<file path="src/rtl/relay_pulse_scheduler.sv">
// relay_pulse_scheduler
//
// Sequences H-bridge drive pulses for latching signal relays. Each channel
// holds at most one pending switch request. A round-robin arbiter grants one
// coil at a time. The granted coil is driven for PULSE_CYCLES cycles. A dead
// gap of GAP_CYCLES cycles follows with every coil off. The last commanded
// position of each relay is tracked.
//
// Handshake: req_en is a single-cycle strobe with no ready. Every request
// naming a valid channel is accepted on the cycle it is presented. A newer
// request to a channel that is still pending replaces the older direction.
// A request naming a channel >= NUM_RELAYS is dropped, and req_err pulses on
// the following cycle.
//
// Ports:
//   clk_125mhz      system clock (single domain)
//   rst             synchronous reset, active high
//   req_en          request strobe
//   req_channel     target channel of the request
//   req_dir         1 = drive A-side, 0 = drive B-side
//   req_err         one-cycle pulse after a request to an invalid channel
//   relay_a/b       registered H-bridge drives, at most one coil active
//   busy            FSM not idle or a request pending (registered)
//   done            high on the last cycle of each pulse phase
//   done_channel    channel finishing its pulse while done is high
//   position        last pulsed direction per channel
//   position_valid  channel has been pulsed since reset
//
// The FSM state is available as the internal signal `state` for observation.

module relay_pulse_scheduler #(
  parameter int NUM_RELAYS   = 4,
  parameter int PULSE_CYCLES = 1250000,
  parameter int GAP_CYCLES   = 125000,
  parameter int CNT_WIDTH    = 21,
  parameter int CH_WIDTH     = (NUM_RELAYS > 1) ? $clog2(NUM_RELAYS) : 1
) (
  input  logic                  clk_125mhz,
  input  logic                  rst,
  input  logic                  req_en,
  input  logic [CH_WIDTH-1:0]   req_channel,
  input  logic                  req_dir,
  output logic                  req_err,
  output logic [NUM_RELAYS-1:0] relay_a,
  output logic [NUM_RELAYS-1:0] relay_b,
  output logic                  busy,
  output logic                  done,
  output logic [CH_WIDTH-1:0]   done_channel,
  output logic [NUM_RELAYS-1:0] position,
  output logic [NUM_RELAYS-1:0] position_valid
);

  if (PULSE_CYCLES <= 0 || GAP_CYCLES <= 0) begin : g_bad_timing
    $error("relay_pulse_scheduler: PULSE_CYCLES and GAP_CYCLES must be nonzero");
  end
  if (PULSE_CYCLES >= (2 ** CNT_WIDTH) || GAP_CYCLES >= (2 ** CNT_WIDTH)) begin : g_bad_cnt
    $error("relay_pulse_scheduler: CNT_WIDTH too small for pulse/gap length");
  end
  if (NUM_RELAYS < 1 || NUM_RELAYS > 16) begin : g_bad_num
    $error("relay_pulse_scheduler: NUM_RELAYS out of range");
  end

  typedef enum logic [1:0] {IDLE, PULSE, GAP} state_t;

  state_t                state, state_nx;
  logic [CNT_WIDTH-1:0]  cnt, cnt_nx;
  logic [NUM_RELAYS-1:0] pending, pending_nx;
  logic [NUM_RELAYS-1:0] pend_dir, pend_dir_nx;
  logic [CH_WIDTH-1:0]   rr_ptr;
  logic [CH_WIDTH-1:0]   cur_ch;
  logic                  cur_dir;
  logic [CH_WIDTH-1:0]   grant_ch;
  logic                  grant_found;
  logic                  grant_take;
  logic                  last_pulse;
  logic                  req_valid;
  logic [CH_WIDTH-1:0]   drive_ch;
  logic                  drive_dir;

  assign req_valid = req_en && (int'(req_channel) < NUM_RELAYS);

  // Round-robin search: walk the offsets from high to low, so the pending
  // channel closest to rr_ptr (offset 0 first) is the last to be written.
  always_comb begin
    grant_found = 1'b0;
    grant_ch    = '0;
    for (int i = NUM_RELAYS - 1; i >= 0; i--) begin
      if (pending[(int'(rr_ptr) + i) % NUM_RELAYS]) begin
        grant_found = 1'b1;
        grant_ch    = CH_WIDTH'((int'(rr_ptr) + i) % NUM_RELAYS);
      end
    end
  end

  // Next-state logic. The counter is loaded with the phase length and leaves
  // the phase on the cycle where it reads 1, giving exactly N cycles per phase.
  always_comb begin
    state_nx   = state;
    cnt_nx     = cnt;
    grant_take = 1'b0;
    last_pulse = 1'b0;
    case (state)
      IDLE: begin
        if (grant_found) begin
          state_nx   = PULSE;
          cnt_nx     = CNT_WIDTH'(PULSE_CYCLES);
          grant_take = 1'b1;
        end
      end
      PULSE: begin
        if (cnt == CNT_WIDTH'(1)) begin
          state_nx   = GAP;
          cnt_nx     = CNT_WIDTH'(GAP_CYCLES);
          last_pulse = 1'b1;
        end else begin
          cnt_nx = cnt - CNT_WIDTH'(1);
        end
      end
      GAP: begin
        if (cnt == CNT_WIDTH'(1)) begin
          state_nx = IDLE;
          cnt_nx   = '0;
        end else begin
          cnt_nx = cnt - CNT_WIDTH'(1);
        end
      end
      default: begin
        state_nx = IDLE;
        cnt_nx   = '0;
      end
    endcase
  end

  // A request is applied after the grant clears the bit. A request for the
  // channel being granted therefore stays pending, with its new direction.
  always_comb begin
    pending_nx  = pending;
    pend_dir_nx = pend_dir;
    if (grant_take) pending_nx[grant_ch] = 1'b0;
    if (req_valid) begin
      pending_nx[req_channel]  = 1'b1;
      pend_dir_nx[req_channel] = req_dir;
    end
  end

  // The relay registers are driven from the next state. The coil therefore
  // turns on the cycle after the grant edge and off the cycle after the last
  // pulse.
  assign drive_ch  = grant_take ? grant_ch : cur_ch;
  assign drive_dir = grant_take ? pend_dir[grant_ch] : cur_dir;

  assign done         = last_pulse;
  assign done_channel = last_pulse ? cur_ch : '0;

  always_ff @(posedge clk_125mhz) begin
    if (rst) begin
      state          <= IDLE;
      cnt            <= '0;
      pending        <= '0;
      pend_dir       <= '0;
      rr_ptr         <= '0;
      cur_ch         <= '0;
      cur_dir        <= 1'b0;
      relay_a        <= '0;
      relay_b        <= '0;
      position       <= '0;
      position_valid <= '0;
      req_err        <= 1'b0;
      busy           <= 1'b0;
    end else begin
      state    <= state_nx;
      cnt      <= cnt_nx;
      pending  <= pending_nx;
      pend_dir <= pend_dir_nx;
      req_err  <= req_en && !req_valid;
      busy     <= (state != IDLE) || (|pending);
      if (grant_take) begin
        cur_ch  <= grant_ch;
        cur_dir <= pend_dir[grant_ch];
        rr_ptr  <= CH_WIDTH'((int'(grant_ch) + 1) % NUM_RELAYS);
      end
      if (state_nx == PULSE) begin
        relay_a <= (NUM_RELAYS'(1) << drive_ch) & {NUM_RELAYS{drive_dir}};
        relay_b <= (NUM_RELAYS'(1) << drive_ch) & {NUM_RELAYS{~drive_dir}};
      end else begin
        relay_a <= '0;
        relay_b <= '0;
      end
      if (last_pulse) begin
        position[cur_ch]       <= cur_dir;
        position_valid[cur_ch] <= 1'b1;
      end
    end
  end

endmodule
</file>
<file path="config.mk">
export PLATFORM = sky130hd
export DESIGN_NAME = relay_pulse_scheduler
export DESIGN_NICKNAME = d
export VERILOG_FILES = /design/src/rtl/relay_pulse_scheduler.sv
export SDC_FILE = /design/constraint.sdc
export NUM_CORES = 1
export LEC_CHECK = 0
export CAP_MARGIN = 20
export CORE_MARGIN = 10
export CORE_UTILIZATION = 30
export DETAILED_ROUTE_END_ITERATION = 10
export GPL_TIMING_DRIVEN = 1
export PLACE_DENSITY_LB_ADDON = 0.08
export SLEW_MARGIN = 10
export SYNTH_ARGS = -nofsm -noshare
export SYNTH_HDL_FRONTEND = slang
export SYNTH_SLANG_ARGS = --single-unit
</file>
<file path="constraint.sdc">
create_clock -name clk_125mhz -period 2.7 [get_ports clk_125mhz]
set_input_delay 0.27 -clock clk_125mhz [delete_from_list [all_inputs] [get_ports clk_125mhz]]
set_output_delay 0.27 -clock clk_125mhz [all_outputs]
set_load 0.01 [all_outputs]
</file>
# Yosys cells after proc, flatten, opt, wreduce, memory -nomap -nowiden
# Cells that the tools add are included.
totals:
  reg_bits: 53
  input_bits: 6
  out_inout_bits: 21
  word_cells: 101
op_classes:
  addsub: 5
  n_lt_le_gt_ge: 10
  n_eq_ne: 5
  shifts: 1
  mux: 46
  bitwise_logic: 11
  reduce_logical: 11
ops:
  columns: ["op", "count"]
  rows:
  - ["two-way mux 21 bit", 3]
  - ["case mux 21 bit (3 select lines)", 1]
  - ["equality test 21 x 1 -> 1 bit (second input constant)", 1]
  - ["subtractor 21 x 1 -> 21 bit (second input constant)", 1]
  - ["two-way mux 1 bit", 20]
  - ["two-way mux 2 bit", 9]
  - ["bitwise AND 4 bit", 3]
  - ["< comparator 2 x 3 -> 1 bit (second input constant)", 4]
  - ["< comparator 3 x 4 -> 1 bit (second input constant)", 3]
  - ["binary-select mux 1 bit (select 2 bit)", 5]
  - ["bitwise mux 4 bit", 2]
  - ["two-way mux 4 bit", 2]
  - ["bitwise OR 4 bit", 2]
  - ["OR reduction 2 bit", 4]
  - ["demux 1 bit (select 2 bit)", 3]
  - [">= comparator 2 x 1 -> 1 bit (second input constant)", 3]
  - ["case mux 2 bit (3 select lines)", 1]
  - ["adder 2 x 1 -> 2 bit (second input constant)", 2]
  - ["adder 2 bit (second input constant)", 2]
  - ["equality test 2 x 1 -> 1 bit (second input constant)", 2]
  - ["NOT 4 bit", 1]
  - ["OR reduction 4 bit", 1]
  - ["left shift 1 x 2 -> 4 bit (first input constant)", 1]
  - ["bitwise AND 1 bit (first input constant)", 3]
  - ["7 further kinds", 10]

# Depth between registers and ports, before layout
# Gate-level depths: netlist of run 1.
logic_depth:
  ltp_word: 19
  depth_mapped: 8
  mapped_depth_nobuf: 8

# Worst setup path after synthesis of run 1
# Ideal clock, no wire load.
synth_timing:
  path_type: "register -> register"
  start: "register cnt[14]"
  end: "register cnt[20]"
  setup_ns: 0.074
  t_arrival_ns: 2.393
  t_required_ns: 2.626
  setup_slack_ns: 0.232
  stages_incl_launch_ff: 7
  n_path_buf: 1
  period_less_slack_ns: 2.468
  cell_sequence: "dfxtp_1 -> buf_6 -> or4_4 -> or4_4 -> or4b_4 -> or3b_1 -> a31oi_1"
synth_between:
  elab_chain_cells: 3
  elab_cells_between_ends: 5
  classes_between: "add/sub: 1; eq/ne: 1; mux: 3"
synth_lines:
  columns: ["element", "line_no", "text"]
  rows:
  - ["start, declared", "66", "logic [CNT_WIDTH-1:0] cnt, cnt_nx;"]
  - ["start signal, assigned", "172", "cnt <= cnt_nx;"]
  - ["subtractor 21 x 1 -> 21 bit or equality test 21 x 1 -> 1 bit (tied branches)", null, null]
  - ["two-way mux 21 bit, on equally long branches", "120, 111", null]
  - ["case mux 21 bit (3 select lines) *", "102", "case (state)"]
# Mark *: on every way between the ends. The rest lies on a longest branch, timed or not.
# A chain may end at the register's enable or synchronous reset.

# Final worst setup path of run 1
# Same ends and word-level chain as after synthesis.

==> reports/qor.yml, run 1 <==
status: "finished clean"
drc: 0
crit_top_cell: "or4_4"
powerDensity_nw_per_um2: 707
synth_cell_types: 58
pwr-share-seq_pct: 39.3
hold_depth: 2
port_buffers: 25
yosys_warnings: 0
cts_hold_buf: 0
die_h_um: 116
grt_max_degree: 43
crit_slowest_cell: "or4_4"
vias: 2595
syn_nets: 356
p_int_uw: 1510
clk_latency_ps: 320
crit_required_ps: 2950
dieWidth_um: 116
synth_flop_cell: "dfxtp_1"
worst_slack_ps: 115
end_kind: "flop"
cts.sinks: 53
rsz0062_at_grt: "false"
async_reset_ff_share_pct: 0
io-pin-count: 27
min_period_over_period_pct: 95.7
r2r_end: "cnt[20]"
hold_violations: 0
initial_utilization_pct: 30.4
fmax_mhz: 387
layout_commonest_cell: "dfxtp_1"
final_antenna_net_count: 0
grt_pass1_wl_um: 13900
postRouteWirelength_um: 8010
timing.rr.start: "cnt[14]"
dieArea_um2: 13500
syn_area_um2: 2780
slew_headroom_pct: 51.7
setup_viol: 0
holdPathEnd: "position_valid[2]"
r2r_setup_slack_ps: 120
final_area_um2: 3380
drtIter0Drc: 109
dr.pass1.iters: 4
fillCellCount: 972
synth_enable_flop_cells: 0
mostFrequentLayoutCells: "dfxtp_1, a21oi_1, nand2_1, nor2_1, buf_4"
preCtsSetupSlack_ps: 4.74
peakVddDrop_mv: 0.249
hold_path.startpoint: "position_valid[2]"
finClkSkew_ps: 10.4
grt_pass1_vias: 2643
num_antenna_cells: 0
nets: 392
numCtsBuffers: 5
worst_pin_slew_ps: 724
p_clk_share_pct: 24.2
placed_area_um2: 3250
cts-root-buf: "clkbuf_8"
max_stage_delay_ps: 530
switchingPower_uw: 879
period_minus_slack_ps: 2580
crit_chain: "or4_4 -> or4_4 -> buf_4 -> or4b_4 -> or3b_1 -> a31oi_1"
rr_worst_depth: 6
clk_pin_slew_ps: 110
p_leak_uw: 0.00126
core_area_um2: 9150
sw_frac_of_total_pct: 36.7
cp_top_family: "simple AND/OR/NAND/NOR gates"
clockBufferDepth: 2
cp.arrival_ps: 2830
path_class: "reg -> reg"
antenna_found_initial: 0
place.gp.congestion: 0.795
power.share.combinational_pct: 36.5
postCtsSetupBuffers: 0
finalMaxSlewViolations: 0
cp-start-kind: "flop"
crit_path_max_fanout: 5
min_path_type: "reg -> reg"
area_growth_pct: 21.6
gr-usage-all-layers_pct: 12.7
grt_overflow: 0
drive_above_1_share_pct: 12.1
final.setup.tns_ps: 0
drv_cap: 0
dp.final_hpwl_um: 5920
seq_area_frac_synth_pct: 38.1
avgSynthCellArea_um2: 8.09
synthesis.instances: 344
post_drt_wl_per_cell_um: 16.3
cts_tree: "yes"
htree_levels: 2
cts_resized: 7
synth-seq-cells: 53
viasPerCell: 5.27
crit_buf_inv: 1
fp-row-count: 35
==> cell usage after synthesis, drive strengths merged, types with 8 or more instances <==
library cell | number | area share (%)
clkbuf | 13 | 1.8
nand2 | 28 | 3.8
or3 | 8 | 1.8
o21ai | 10 | 1.8
nor2 | 28 | 3.8
a21oi | 40 | 7.2
or4 | 8 | 2.5
dfxtp | 53 | 38
nor4 | 10 | 2.2
inv | 17 | 2.3
nor3 | 15 | 2.7
nand3 | 12 | 2.2
==> metal layers <==
| layer | global-route usage [%] | vias up | part of all wire (%) |
|---|---|---|---|
| met2 | 21.3 | 38 | 48 |
| met4 | 3.34 | 0 | 0.86 |
| met3 | 2.62 | 7 | 3.5 |
| met1 | 16.2 | 1225 | 47 |
| li1 | - | 1325 | - |
| met5 | 0 | - | 0 |
==> tightest hold or removal path: cells and delay by family, from the launching register on <==
family | cells | cell delay [ps]
AO/OA/AOI/OAI | 1 | 50
buffers and inverters | 1 | 50
flip-flops | 1 | 330
==> power groups by stage <==
| stage | Clock (uW) | Sequential [uW] | Combinational [uW] |
|---|---|---|---|
| 2_1_floorplan | 0 | 938 | 576 |
| 3_3_place_gp | 0 | 956 | 860 |
| 3_5_place_dp | 0 | 957 | 858 |
| 4_1_cts | 598 | 940 | 872 |
| 5_1_grt | 634 | 958 | 974 |
| 6_report | 578 | 941 | 874 |
==> worst max path at each step <==
| stage | startpoint | to | slack (ps) | cells after the start |
|---|---|---|---|---|
| 2_1_floorplan | cnt[14] | cnt[20] | 230 | 6 |
| 3_3_place_gp | cnt[14] | done_channel[1] | 40 | 6 |
| 3_5_place_dp | cnt[14] | done_channel[1] | 5 | 6 |
| 4_1_cts | cnt[14] | done_channel[1] | 130 | 6 |
| 5_1_grt | cnt[14] | done_channel[1] | 20 | 6 |
| 6_report | cnt[14] | cnt[20] | 120 | 6 |
==> layout make-up <==
type	instances	area [um2]	area share, %
well taps	111	139	4.11
clock inverters	3	47.5	1.41
repair buffers	48	419	12.4
clock buffers	5	68.8	2.03
inverters	18	67.6	2.00
multi-input cells	254	1580	46.7
flip-flops and latches	53	1060	31.4
==> cells by family after synthesis <==
logic type | synth area share (%)
AOI/OAI and AO/OA | 20.5
other | 0.135
adders and majority gates | 2.70
buffers and inverters | 5.71
muxes | 1.44
DFF | 38.1
and+or+nand+nor | 27.7
xor gates and xnor gates | 3.78
==> through the flow <==
stage / instances / util [%] / hold slack (ps) / power, uW
floorplan: 344 / - / 409 / 1510
global placement: 484 / 35.5 / 436 / 1820
detailed placement: 484 / 35.5 / 441 / 1810
CTS: 492 / 37.0 / 459 / 2410
global route: 492 / 37.0 / 488 / 2570
finish: 492 / 37.0 / 452 / 2390
==> sequential cells by signal, summed over array words and instances, names as in the netlist, 4 cells and up <==
signal          cells
cnt                21
pend_dir            4
pending             4
position            4
position_valid      4
relay_a             4
relay_b             4
(Power assumes the default switching activity.)
==> run 2: changes to the inputs <==
--- a/config.mk
+++ b/config.mk
@@ -7,7 +7,7 @@
 export LEC_CHECK = 0
 export CAP_MARGIN = 20
 export CORE_MARGIN = 10
-export CORE_UTILIZATION = 30
+export CORE_UTILIZATION = 47
 export DETAILED_ROUTE_END_ITERATION = 10
 export GPL_TIMING_DRIVEN = 1
 export PLACE_DENSITY_LB_ADDON = 0.08
==> run 2 against run 1 <==
  * Register-to-register slack better by 20 ps
  * Sequential share of layout area increased by 0.65 points
  * Critical path depth rose by 1
  * Design area down 1.9%
  * Total power is 2.3% lower
  * Wire length down 11%
  * Die area decreased by 31%
  * First-iteration DRC count is 67% higher
  * Critical path type is now reg -> out
==> reports/qor.yml, run 2 (synthesis gave the netlist of run 1 again) <==
status: "finished clean"
htree_levels: 2
layout_commonest_cell: "dfxtp_1"
powerDensity_nw_per_um2: 704
drc: 0
grt_overflow: 0
grt_max_degree: 43
finalMaxSlewViolations: 0
timing.rr.start: "cnt[14]"
placed_area_um2: 3170
place_inst: 441
fp-row-count: 27
min_period_over_period_pct: 96.6
cts_tree: "yes"
hold_depth: 2
path_class: "reg -> out"
holdWs_ps: 452
end_kind: "output pin"
fmax_mhz: 383
vias: 2621
dp.final_hpwl_um: 5130
finClkSkew_ps: 4.30
crit_chain: "or4_4 -> or4_4 -> nor3_4 -> buf_4 -> nand2_2 -> nor2_1 -> dlygate4sd2_1"
area_growth_pct: 19.2
setup_viol: 0
r2r_end: "cnt[20]"
nets: 389
numCtsBuffers: 5
final_antenna_net_count: 0
rr_worst_depth: 6
num_antenna_cells: 0
top_register: "cnt"
mostFrequentLayoutCells: "dfxtp_1, a21oi_1, nor2_1"
port_buffers: 25
grt_pass1_vias: 2516
initial_utilization_pct: 49.3
dieArea_um2: 9400
period_minus_slack_ps: 2610
worst_pin_slew_ps: 691
r2r_setup_slack_ps: 140
drv_cap: 0
final.setup.tns_ps: 0
p_total_uw: 2340
hold_path.startpoint: "position_valid[1]"
hold_violations: 0
core_area_um2: 5640
gr-usage-all-layers_pct: 14.8
max_stage_delay_ps: 540
peakVddDrop_mv: 0.316
postRouteWirelength_um: 7160
io-pin-count: 27
place.gp.congestion: 0.908
cts_hold_buf: 0
post_drt_wl_per_cell_um: 15.9
dieWidth_um: 96.9
clk_latency_ps: 310
cp.arrival_ps: 2340
viasPerCell: 5.82
holdPathEnd: "position_valid[1]"
crit_slowest_cell: "or4_4"
crit_path_max_fanout: 3
fin_cells: 450
crit_required_ps: 2430
p_leak_uw: 0.00125
final_area_um2: 3320
largest_reg_flops: 21
grt_pass1_wl_um: 12200
drtIter0Drc: 182
antenna_found_initial: 0
crit_top_cell: "or4_4"
clockBufferDepth: 2
cp-start-kind: "flop"
rsz0062_at_grt: "false"
die_h_um: 96.9
drive_above_1_share_pct: 12.2
clk_pin_slew_ps: 100
min_path_type: "reg -> reg"
slew_headroom_pct: 53.9
cts-root-buf: "clkbuf_8"
dr.pass1.iters: 4
cts.sinks: 53
==> run 2: cell type report <==
type,count,area [um2]
fill,517,2320
multi-input combinational,254,1590
sequential,53,1060
timing repair buffer,45,397
tap,72,90.1
clock buffer,5,68.8
inverter,18,67.6
clock inverter,3,43.8
==> run 2: worst max-delay path: cells and delay by family, from the launching register on <==
family | cells | cell delay (ps)
buf+inv | 2 | 430
flops | 1 | 320
simple gates | 5 | 1290
==> run 2: worst max path at each step <==
stage / cells after the start / endpoint / startpoint
2_1_floorplan: 6 / cnt[20] / cnt[14]
3_3_place_gp: 6 / done_channel[1] / cnt[14]
3_5_place_dp: 6 / done_channel[1] / cnt[14]
4_1_cts: 8 / done_channel[1] / cnt[1]
5_1_grt: 7 / done_channel[1] / cnt[14]
6_report: 7 / done_channel[1] / cnt[14]
==> run 2: power by group <==
group          leakage [uW]  switching, uW  internal [uW]  total [uW]
Combinational      0.000757            483            357         840
Sequential         0.000433           89.0            858         947
Clock             0.0000585            272            278         551
==> run 2: per-stage QoR <==
step,setup slack [ps],util (%)
3_3_place_gp,65.3,56.3
3_5_place_dp,9.49,56.3
2_1_floorplan,232,-
6_report,91.1,58.8
5_1_grt,3.83,58.8
4_1_cts,68.2,58.6
==> run 2: layer usage <==
metal | wire length [um] | GRT usage (%) | share of wire [%] | vias to the layer above
met2 | 3160 | 22.2 | 44 | 66
li1 | - | - | - | 1315
met5 | 0 | 0 | 0 | -
met1 | 3420 | 20.6 | 48 | 1228
met3 | 495 | 3.12 | 6.9 | 12
met4 | 87 | 4.62 | 1.2 | 0
==> run 2: what timing repair did <==
action	in CTS	in global routing
resized for setup	7	3
setup buffers	1	0
setup endpoints to repair	3	2
cloned	0	0
pin swaps	1	0
